==> src/rtl/clk_div_bank.sv <==
// clk_div_bank: a bank of NUM_CH independent programmable clock dividers,
// all driven from the single system clock clk_i.
//
// Each channel makes a 50 %-duty divided clock level, a one-cycle tick strobe
// on every boundary, and a pending indicator. A half-period written by a load
// waits in a shadow register and is only applied at a half-period boundary,
// so the divided clock never glitches.
//
// Ports:
//   clk_i      - system clock
//   rst_i      - synchronous active-high reset
//   en_i       - per-channel run enable
//   load_i     - one-cycle request to write half_i into channel ch_i
//   ch_i       - target channel of a load
//   half_i     - new half-period in clk_i cycles (0 stops the channel)
//   clk_o      - divided clock levels
//   tick_o     - one-cycle strobe on each channel boundary
//   pending_o  - a loaded value is waiting for the next boundary
//   load_err_o - one-cycle pulse after a load that targets a missing channel
module clk_div_bank #(
   parameter int NUM_CH       = 4,
   parameter int WIDTH        = 18,
   parameter int DEFAULT_HALF = 250001,
   parameter int CH_W         = (NUM_CH > 1) ? $clog2(NUM_CH) : 1
) (
   input  logic              clk_i,
   input  logic              rst_i,
   input  logic [NUM_CH-1:0] en_i,
   input  logic              load_i,
   input  logic [CH_W-1:0]   ch_i,
   input  logic [WIDTH-1:0]  half_i,
   output logic [NUM_CH-1:0] clk_o,
   output logic [NUM_CH-1:0] tick_o,
   output logic [NUM_CH-1:0] pending_o,
   output logic              load_err_o
);

   // A load addressed past the last channel changes nothing except this flag.
   always_ff @(posedge clk_i) begin
      if (rst_i) begin
         load_err_o <= 1'b0;
      end else begin
         load_err_o <= load_i && (int'(ch_i) >= NUM_CH);
      end
   end

   for (genvar n = 0; n < NUM_CH; n++) begin : g_ch
      logic [WIDTH-1:0] cnt;
      logic [WIDTH-1:0] active;
      logic [WIDTH-1:0] shadow;
      logic             pend;
      logic             clk_q;
      logic             tick_q;
      logic             load_hit;

      assign load_hit     = load_i && (int'(ch_i) == n);
      assign clk_o[n]     = clk_q;
      assign tick_o[n]    = tick_q;
      assign pending_o[n] = pend;

      // Channel state. A stopped channel (active == 0) picks up any pending
      // value on the next edge even when disabled, so a restart does not
      // depend on en_i. A running channel only swaps in the shadow value at
      // its terminal count. The load capture is written last so that a load
      // landing on a boundary edge is kept pending for the following one,
      // while the boundary itself consumes the previous shadow value.
      always_ff @(posedge clk_i) begin
         if (rst_i) begin
            cnt    <= '0;
            active <= WIDTH'(DEFAULT_HALF);
            shadow <= WIDTH'(DEFAULT_HALF);
            pend   <= 1'b0;
            clk_q  <= 1'b0;
            tick_q <= 1'b0;
         end else begin
            tick_q <= 1'b0;
            if (active == '0) begin
               cnt   <= '0;
               clk_q <= 1'b0;
               if (pend) begin
                  active <= shadow;
                  pend   <= 1'b0;
               end
            end else if (en_i[n]) begin
               if (cnt >= active - WIDTH'(1)) begin
                  cnt    <= '0;
                  tick_q <= 1'b1;
                  if (pend) begin
                     active <= shadow;
                     pend   <= 1'b0;
                     clk_q  <= (shadow != '0) ? ~clk_q : 1'b0;
                  end else begin
                     clk_q <= ~clk_q;
                  end
               end else begin
                  cnt <= cnt + WIDTH'(1);
               end
            end
            if (load_hit) begin
               shadow <= half_i;
               pend   <= 1'b1;
            end
         end
      end
   end

endmodule

==> config.mk <==
export PLATFORM = sky130hd
export DESIGN_NAME = clk_div_bank
export DESIGN_NICKNAME = d
export VERILOG_FILES = /design/src/rtl/clk_div_bank.sv
export SDC_FILE = /design/constraint.sdc
export NUM_CORES = 1
export LEC_CHECK = 0
export CAP_MARGIN = 10
export CORE_ASPECT_RATIO = 1.75
export CORE_UTILIZATION = 38
export CTS_CLUSTER_SIZE = 14
export DETAILED_ROUTE_END_ITERATION = 8
export MAX_ROUTING_LAYER = met4
export SLEW_MARGIN = 20
export SYNTH_ARGS = -nofsm -noshare
export SYNTH_HDL_FRONTEND = slang
export SYNTH_SLANG_ARGS = --single-unit
==> constraint.sdc <==
create_clock -name clk_i -period 5 [get_ports clk_i]
set_input_delay 1 -clock clk_i [delete_from_list [all_inputs] [get_ports clk_i]]
set_output_delay 1 -clock clk_i [all_outputs]
set_load 0.1 [all_outputs]
==> impl_metrics.tcl <==
set metrics [dict create \
    status "finished clean" \
    synth_area_leader_cell "dfxtp_1" \
    peakVddDrop_uv 231 \
    register_area_mm2 0.00456 \
    clock_latency_ns 0.52 \
    io-pin-count 40 \
    final_common_cell "nand2_1" \
    yosysUniqueCellTypes 75 \
    cp.arrival_ns 4.58 \
    r2r-start "g_ch[1].active[2]" \
    min_period_ns 4.19 \
    cts-htree-levels 1 \
    drive_gt1_frac 0.0544 \
    postCtsHoldBufs 0 \
    placed_area_mm2 0.0127 \
    antenna_left 0 \
    reg2reg_slack_ns 0.81 \
    routed_wl_mm 29.0 \
    clockBufferDepth 3 \
    rsz0062_at_grt "no" \
    startpoint_type "flip-flop" \
    holdPathEnd "g_ch[1].shadow[6]" \
    drc_errors 0 \
    post-cts-setup-buffer-count 0 \
    tightest_slew_ns 0.989 \
    place.gp.congestion 0.825 \
    drt-pass1-iter-count 5 \
    chipWidth_um 137 \
    whs_ns 0.476 \
    dp.final_hpwl_mm 21.3 \
    cts-root-buf "clkbuf_16" \
    required_ns 5.39 \
    core_area_mm2 0.0314 \
    cts_tree "done" \
    fillerInstances 3182 \
    slew_headroom 0.339 \
    netlist_area_mm2 0.0121 \
    fmax_mhz 239 \
    ys_seq_elements 228 \
    layout_common_cells "297 x nand2_1, 228 x dfxtp_1, 144 x nor2_1" \
    area_growth_pct 11.1 \
    synthCells 1447 \
    clock_skew_ns 0.00981 \
    crit_type "reg2reg" \
    hold_violations 0 \
    yosysWarnings 0 \
    synthFlopType "dfxtp_1" \
    rr_worst_depth 15 \
    portBuffers 38 \
    post_drt_wl_per_cell_um 15.6 \
    die-area_mm2 0.0327 \
    finalNetCount 1562 \
    min-delay-start "g_ch[1].shadow[6]" \
    clk_pin_slew_worst_paths_ns 0.07 \
    seq_area_frac_synth 0.376 \
    finalSetupViolCount 0 \
    cts_buffers 23 \
    multi_input_area_mm2 0.00708 \
    netlist.area_leader.share 0.376 \
    grt_pass1_wl_mm 48.0 \
    finalInstanceArea_mm2 0.0135 \
    hp-class "reg2reg" \
    initial_core_util 0.386 \
    antenna_found_initial 0 \
    vias 9615 \
    synth_area_leaders "dfxtp_1 38%, nand2_1 9.2%, ha_1 8.3%" \
    post_drt_via_cell_ratio 5.15 \
    rows 86 \
    antenna_cells 0 \
    period_share 0.838 \
    synth-edff-count 0 \
    leakage_uw 0.00487 \
    fin_tns_setup_ns 0 \
    maxCapViolCount 0 \
    crit_fanout 15 \
    grt_pass1_vias 9562 \
    syn_avg_cell_area_um2 8.38 \
    power_density_mw_per_mm2 286 \
    slew_violations 0 \
    worstHoldPathCells 2 \
    crit_path_end_kind "flip-flop" \
    cts_sinks 228 \
    drtIter0Drc 467 \
    synth_nets 1554 \
    ctsResizeCount 0 \
    track_usage 0.188 \
    grt_max_degree 76 \
    async_flop_share 0 \
    regToRegEndpoint "g_ch[1].cnt[3]" \
    die_y_um 238 \
    overflow 0 \
]
worst max-delay path: stages (launching register included):
cell and delay (ns):
dfxtp_1 0.35, nor3_1 0.34, and3_1 0.25, nand2b_1 0.09, nor4_1 0.22, buf_4 0.20
nor4b_1 0.29, xnor2_1 0.12, ha_1 0.30, nand4_1 0.12, nor3_1 0.52, nor4b_1 0.39
nand2_1 0.25, a21oi_1 0.27, buf_4 0.26, nor3_1 0.08
per-layer routing:
layer	routed length [um]	track usage	vias up
met5	0	-	-
met2	15600	0.350	102
met4	853	0.0636	0
li1	-	-	5001
met3	782	0.0195	41
met1	11800	0.201	4471
final cells by class:
cell class,count,share of cell area
clock inverter,11,0.0103
sequential,228,0.339
timing repair buffer,51,0.0353
tap,396,0.0368
inverter,26,0.00733
clock buffer,29,0.0466
multi-input combinational,1125,0.525
state kept, by name, summed over array words and instances, names as in the netlist:
name and flops:
g_ch.cnt 72, g_ch.clk_q 4, g_ch.active 72, g_ch.tick_q 4, g_ch.pend 4, g_ch.shadow 72
cells by family after synthesis:
kind of cell / after synthesis / synth area share
compound gates: 151 / 0.0818
xor+xnor: 122 / 0.0881
fa+ha+maj: 80 / 0.0825
buf+inv: 94 / 0.0426
flops: 228 / 0.376
mux: 69 / 0.0569
other cells: 1 / 0.000309
simple gates: 702 / 0.272
power by group:
group          internal [uW]  total (uW)  leakage (uW)  switching, uW
Combinational           63.6         200       0.00265            137
Clock                   1040        1780      0.000375            738
Sequential              1850        1880       0.00185           29.2
worst max path at each step:
stage / start / endpoint / slack (ns) / cells past startpoint
6_report: g_ch[1].active[2] / g_ch[1].cnt[3] / 0.81 / 15
5_1_grt: g_ch[1].active[2] / g_ch[1].cnt[4] / 0.28 / 15
4_1_cts: g_ch[1].active[2] / g_ch[1].cnt[15] / 0.73 / 15
3_5_place_dp: g_ch[1].active[2] / g_ch[1].cnt[15] / 0.78 / 15
3_3_place_gp: g_ch[1].active[2] / g_ch[1].cnt[13] / 0.75 / 15
2_1_floorplan: g_ch[0].active[6] / g_ch[0].cnt[13] / 1.03 / 13
metrics by stage:
| stage | cells | worst slack (ns) | util | power, uW |
|---|---|---|---|---|
| finish | 1866 | 0.810 | 0.429 | 3860 |
| global route | 1866 | 0.279 | 0.429 | 4000 |
| CTS | 1866 | 0.728 | 0.429 | 3910 |
| detailed placement | 1826 | 0.780 | 0.404 | 2120 |
| global placement | 1826 | 0.750 | 0.404 | 2110 |
| floorplan | 1447 | 1.03 | - | 2040 |
synth_stat cells (3+ instances only):
master / count
dfxtp_1: 228
nand2b_1: 8
o22ai_1: 3
nor4_1: 37
nor4b_1: 6
or2_2: 4
inv_1: 26
clkbuf_8: 6
nand3b_1: 6
nor2b_1: 8
o21a_1: 6
xnor2_1: 62
or4_1: 6
a211oi_1: 5
clkbuf_1: 39
or3_1: 4
nor3_1: 49
a21oi_1: 78
xor2_1: 60
ha_1: 80
o21ai_0: 11
o31a_1: 4
nor3b_1: 6
or4_4: 3
o31ai_1: 3
a21o_1: 7
a31oi_1: 4
mux2i_1: 69
buf_4: 16
nand3_1: 58
and4_1: 7
nor2_1: 145
nand2_1: 297
nand4_1: 31
and3_1: 13
(Power assumes the default switching activity.)
